[config.mk]
export PLATFORM = sky130hd
export DESIGN_NAME = traffic_light_ctrl
export DESIGN_NICKNAME = d
export VERILOG_FILES = /design/src/rtl/traffic_light_ctrl.sv
export SDC_FILE = /design/constraint.sdc
export NUM_CORES = 1
export LEC_CHECK = 0
export CAP_MARGIN = 20
export CORE_MARGIN = 3
export CORE_UTILIZATION = 50
export DETAILED_ROUTE_END_ITERATION = 12
export GPL_TIMING_DRIVEN = 0
export PLACE_DENSITY_LB_ADDON = 0.1
export SLEW_MARGIN = 20
export SYNTH_ARGS = -nofsm -noshare
export SYNTH_HDL_FRONTEND = slang
export SYNTH_SLANG_ARGS = --single-unit
[constraint.sdc]
create_clock -name clk -period 6.1 [get_ports clk]
set_input_delay 1.525 -clock clk [delete_from_list [all_inputs] [get_ports clk]]
set_output_delay 1.525 -clock clk [all_outputs]
set_load 0.05 [all_outputs]
[src/rtl/traffic_light_ctrl.sv]
`default_nettype none
// ============================================================================
// Module   : traffic_light_ctrl
// Brief    : Two-road six-phase light scheduler on a prescaled 1 s tick,
//            with countdown and pedestrian-request NS-green shortening.
// Revision : 1.0
// ============================================================================
module traffic_light_ctrl #(
    parameter logic [25:0] TICK_MAX    = 26'd50_000_000,
    parameter logic [7:0]  GREEN_NS_S  = 8'd20,
    parameter logic [7:0]  GREEN_EW_S  = 8'd10,
    parameter logic [7:0]  YELLOW_S    = 8'd3,
    parameter logic [7:0]  ALLRED_S    = 8'd1,
    parameter logic [7:0]  PED_SHORT_S = 8'd5
) (
    input  logic       clk,
    input  logic       rst,
    input  logic       en,
    input  logic       ped_req,
    output logic       tick,
    output logic [2:0] ns_light,
    output logic [2:0] ew_light,
    output logic [7:0] remain,
    output logic       ped_pending
);

    localparam logic [25:0] c_CNT_LAST = TICK_MAX - 26'd1;
    localparam logic [2:0]  c_RED      = 3'b100;
    localparam logic [2:0]  c_YELLOW   = 3'b010;
    localparam logic [2:0]  c_GREEN    = 3'b001;

    typedef enum logic [2:0] {
        S_NS_GREEN  = 3'd0,
        S_NS_YELLOW = 3'd1,
        S_ALLRED1   = 3'd2,
        S_EW_GREEN  = 3'd3,
        S_EW_YELLOW = 3'd4,
        S_ALLRED2   = 3'd5
    } state_t;

    state_t      r_state;
    logic [25:0] r_cnt;
    logic [7:0]  r_remain;
    logic [2:0]  r_ns_light;
    logic [2:0]  r_ew_light;
    logic        r_ped_pending;

    state_t      w_next_state;
    logic [7:0]  w_next_dur;
    logic [2:0]  w_next_ns;
    logic [2:0]  w_next_ew;
    logic        w_tick;
    logic        w_advance;
    logic        w_shorten;
    logic        w_enter_ew;

    // Reset gate keeps tick low while reset is held, even when TICK_MAX is 1.
    assign w_tick     = en && !rst && (r_cnt == c_CNT_LAST);
    assign w_advance  = w_tick && (r_remain == 8'd1);
    assign w_shorten  = en && (r_state == S_NS_GREEN) && r_ped_pending
                        && (r_remain > PED_SHORT_S);
    assign w_enter_ew = w_advance && (r_state == S_ALLRED1);

    always_comb begin
        w_next_state = S_NS_GREEN;
        w_next_dur   = GREEN_NS_S;
        w_next_ns    = c_GREEN;
        w_next_ew    = c_RED;
        case (r_state)
            S_NS_GREEN: begin
                w_next_state = S_NS_YELLOW;
                w_next_dur   = YELLOW_S;
                w_next_ns    = c_YELLOW;
                w_next_ew    = c_RED;
            end
            S_NS_YELLOW: begin
                w_next_state = S_ALLRED1;
                w_next_dur   = ALLRED_S;
                w_next_ns    = c_RED;
                w_next_ew    = c_RED;
            end
            S_ALLRED1: begin
                w_next_state = S_EW_GREEN;
                w_next_dur   = GREEN_EW_S;
                w_next_ns    = c_RED;
                w_next_ew    = c_GREEN;
            end
            S_EW_GREEN: begin
                w_next_state = S_EW_YELLOW;
                w_next_dur   = YELLOW_S;
                w_next_ns    = c_RED;
                w_next_ew    = c_YELLOW;
            end
            S_EW_YELLOW: begin
                w_next_state = S_ALLRED2;
                w_next_dur   = ALLRED_S;
                w_next_ns    = c_RED;
                w_next_ew    = c_RED;
            end
            default: begin
                w_next_state = S_NS_GREEN;
                w_next_dur   = GREEN_NS_S;
                w_next_ns    = c_GREEN;
                w_next_ew    = c_RED;
            end
        endcase
    end

    always_ff @(posedge clk or posedge rst) begin
        if (rst) begin
            r_cnt <= 26'd0;
        end else if (en) begin
            r_cnt <= (r_cnt == c_CNT_LAST) ? 26'd0 : r_cnt + 26'd1;
        end
    end

    always_ff @(posedge clk or posedge rst) begin
        if (rst) begin
            r_state       <= S_NS_GREEN;
            r_remain      <= GREEN_NS_S;
            r_ns_light    <= c_GREEN;
            r_ew_light    <= c_RED;
            r_ped_pending <= 1'b0;
        end else begin
            // A new request in the serving cycle outranks the clear.
            if (ped_req) begin
                r_ped_pending <= 1'b1;
            end else if (w_enter_ew) begin
                r_ped_pending <= 1'b0;
            end

            // Shortening needs remain > PED_SHORT_S >= 1, so it never meets an advance.
            if (w_shorten) begin
                r_remain <= PED_SHORT_S;
            end else if (w_advance) begin
                r_state    <= w_next_state;
                r_remain   <= w_next_dur;
                r_ns_light <= w_next_ns;
                r_ew_light <= w_next_ew;
            end else if (w_tick) begin
                r_remain <= r_remain - 8'd1;
            end
        end
    end

    assign tick        = w_tick;
    assign ns_light    = r_ns_light;
    assign ew_light    = r_ew_light;
    assign remain      = r_remain;
    assign ped_pending = r_ped_pending;

endmodule
`default_nettype wire

==> impl_metrics.json <==
{
  "outcome": "finished clean",
  "vias": 2082,
  "antenna_cells": 0,
  "achievable-frequency_mhz": 187,
  "htree_levels": 2,
  "ys_seq_area_frac": 0.444,
  "floorplan.io_pins": 20,
  "hold_buffers": 0,
  "preCtsSetupSlack_ns": 0.751,
  "syn_inst": 259,
  "synth_enable_flop_cells": 0,
  "global_route.usage.total": 0.199,
  "final_common_cell": "dfrtp_1",
  "clock_sink_count": 44,
  "placed_area_mm2": 0.00278,
  "clock_pin_slew_of_the_registers_on_the_worst_case_setup_and_hold_paths_ns": 0.08,
  "final.min_clock_period_ns": 5.36,
  "die-height_um": 76.6,
  "cp.arrival_ns": 3.83,
  "mappedNetlistNets": 266,
  "avgViaCountPerCell": 5.90,
  "finalHoldViolations": 0,
  "cap_violations": 0,
  "reg2regPathDepth": 6,
  "relSlewSlack": 0.542,
  "area.growth.synth_to_final_pct": 15.7,
  "detail_route.wirelength_mm": 5.41,
  "cp-end-kind": "output pin",
  "final_max_slew_viol_count": 0,
  "post_synth_design_cell_area_mm2": 0.00249,
  "clock_latency_ns": 0.30,
  "grt_start_max_net_pins": 26,
  "max_clock_buf_depth": 2,
  "drt-wirelength-per-cell_um": 15.3,
  "dp_hpwl_mm": 3.88,
  "yosys_warnings": 0,
  "layout.cells.most_common_list": "dfrtp_1 (40), nand2_1 (19), clkdlybuf4s50_1 (18), nor2_1 (17), a21oi_1 (13)",
  "dominantRegCellSynth": "dfrtp_1",
  "drtAntennaViolNets": 0,
  "die_w_um": 76.6,
  "gp_routability_congestion": 0.842,
  "design.die.area_mm2": 0.00587,
  "worstHoldStart": "r_cnt[25]",
  "antenna_found_initial": 0,
  "finish.net_count": 292,
  "leakage_nw": 1.16,
  "cts-buffers-inserted": 5,
  "overflow": 0,
  "grt_first_pass_wirelength_mm": 9.55,
  "critPathMaxFanout": 3,
  "cellPowerDensity_mw_per_mm2": 215,
  "regToRegEndpoint": "ns_light[2]",
  "worst_hold_path.num_cells": 1,
  "grt_setup_unrepaired": "false",
  "tightest_slew_ns": 0.681,
  "skew_ns": 0.00528,
  "cts.root.buffer_cell": "clkbuf_8",
  "core.rowCount": 25,
  "detailed_router_s_first_iteration_violation_count": 153,
  "cp_data_required_time_ns": 4.58,
  "synth_cell_types": 51,
  "hold_class": "reg2reg",
  "port_buffers": 18,
  "postSynthRegisterBits": 44,
  "synthArstFlopShare": 1.00,
  "max-vdd-ir-drop_mv": 0.175,
  "grt_pass1_vias": 2011,
  "report.final.setup_viol": 0,
  "postLayoutCellArea_mm2": 0.00288,
  "layout_cell_share_with_drive_strength_beyond_1": 0.0839,
  "finalSetupTns_ns": 0,
  "timing.final.ws_setup_ns": 0.744,
  "critical_path.reg2reg.startpoint": "remain[1]",
  "worst_hold_path.endpoint": "r_cnt[25]",
  "finalCritPeriodShare": 0.878,
  "critPathLaunchType": "input pin",
  "start_util": 0.524,
  "core-area_mm2": 0.00475,
  "tritoncts": "yes",
  "drt_pre_antenna_iters": 4,
  "postCtsResizedCells": 0,
  "synthesis.area_per_instance_um2": 9.62,
  "cts.repair_timing.setup_buffer_count": 0,
  "reg2reg_slack_ns": 3.43,
  "criticalPathCategory": "in2out",
  "drc": 0
}
worst max-delay path by stage:
stage          from   end  cells after the start
2_1_floorplan    en  tick                      5
3_3_place_gp    rst  tick                      5
3_5_place_dp    rst  tick                      5
4_1_cts         rst  tick                      5
5_1_grt         rst  tick                      5
6_report        rst  tick                      5
where the power goes:
group	switching (W)	total, W	internal (W)
combinational	0.0000299	0.0000590	0.0000291
clock	0.0000984	0.000220	0.000122
sequential	0.0000270	0.000341	0.000314
flip-flops by register name, summed over array words and instances, names as in the netlist:
| name | flops |
|---|---|
| r_state | 3 |
| ped_pending | 1 |
| ns_light | 3 |
| ew_light | 3 |
| remain | 8 |
| r_cnt | 26 |
cells by family after synthesis:
logic type / count (synthesis) / synth area share
flip-flops: 44 / 0.444
AO/OA/AOI/OAI: 53 / 0.152
adder cells (fa/ha/maj): 3 / 0.0151
multiplexers: 10 / 0.0432
XOR/XNOR: 15 / 0.0527
buffers and inverters: 24 / 0.0377
AND/OR/NAND/NOR: 110 / 0.256
cell usage after synthesis, types with 4 or more instances:
library cell	instances	area share
or4_1	7	0.021
or3_1	6	0.015
o21ai_0	7	0.014
a21oi_1	13	0.026
o31ai_1	9	0.027
and4_1	5	0.018
nor4_1	5	0.013
inv_1	10	0.015
nand2_1	19	0.029
dfrtp_1	40	0.40
xor2_1	4	0.014
clkbuf_1	11	0.017
and3_1	5	0.013
dfstp_2	4	0.042
mux2i_1	4	0.016
mux2_1	5	0.023
nor2_1	17	0.026
o311ai_1	5	0.018
xnor2_1	11	0.039
nand4_1	10	0.025
nor3_1	7	0.014
nand3_1	11	0.022
routing by layer:
| layer | global-route usage | vias up | share of wire |
|---|---|---|---|
| met4 | 0.0616 | 0 | 0.013 |
| met3 | 0.0402 | 8 | 0.045 |
| met5 | 0 | - | 0 |
| met1 | 0.296 | 1008 | 0.51 |
| li1 | - | 1021 | - |
| met2 | 0.291 | 45 | 0.43 |
critical path: stages:
cell and delay [ns]:
clkdlybuf4s50_1 0.48, and4b_1 0.32, nand2_1 0.06, nor4_1 0.53, clkdlybuf4s50_1 0.91
layout make-up:
cell class                      count  area (um2)
Buffer                             14        56.3
Clock buffer                        6        72.6
Clock inverter                      2        35.0
Fill cell                         426        1870
Inverter                           10        37.5
Multi-Input combinational cell    191        1290
Sequential cell                    44        1110
Tap cell                           67        83.8
Timing Repair Buffer               19         200
through the flow:
| stage | utilization | hold WS (ns) | power (W) | instances |
|---|---|---|---|---|
| 2_1_floorplan | - | 0.434 | 0.000388 | 259 |
| 3_3_place_gp | 0.579 | 0.476 | 0.000402 | 344 |
| 3_5_place_dp | 0.584 | 0.474 | 0.000406 | 345 |
| 4_1_cts | 0.606 | 0.490 | 0.000626 | 353 |
| 5_1_grt | 0.606 | 0.516 | 0.000651 | 353 |
| 6_report | 0.606 | 0.489 | 0.000620 | 353 |
(Power assumes the default switching activity.)
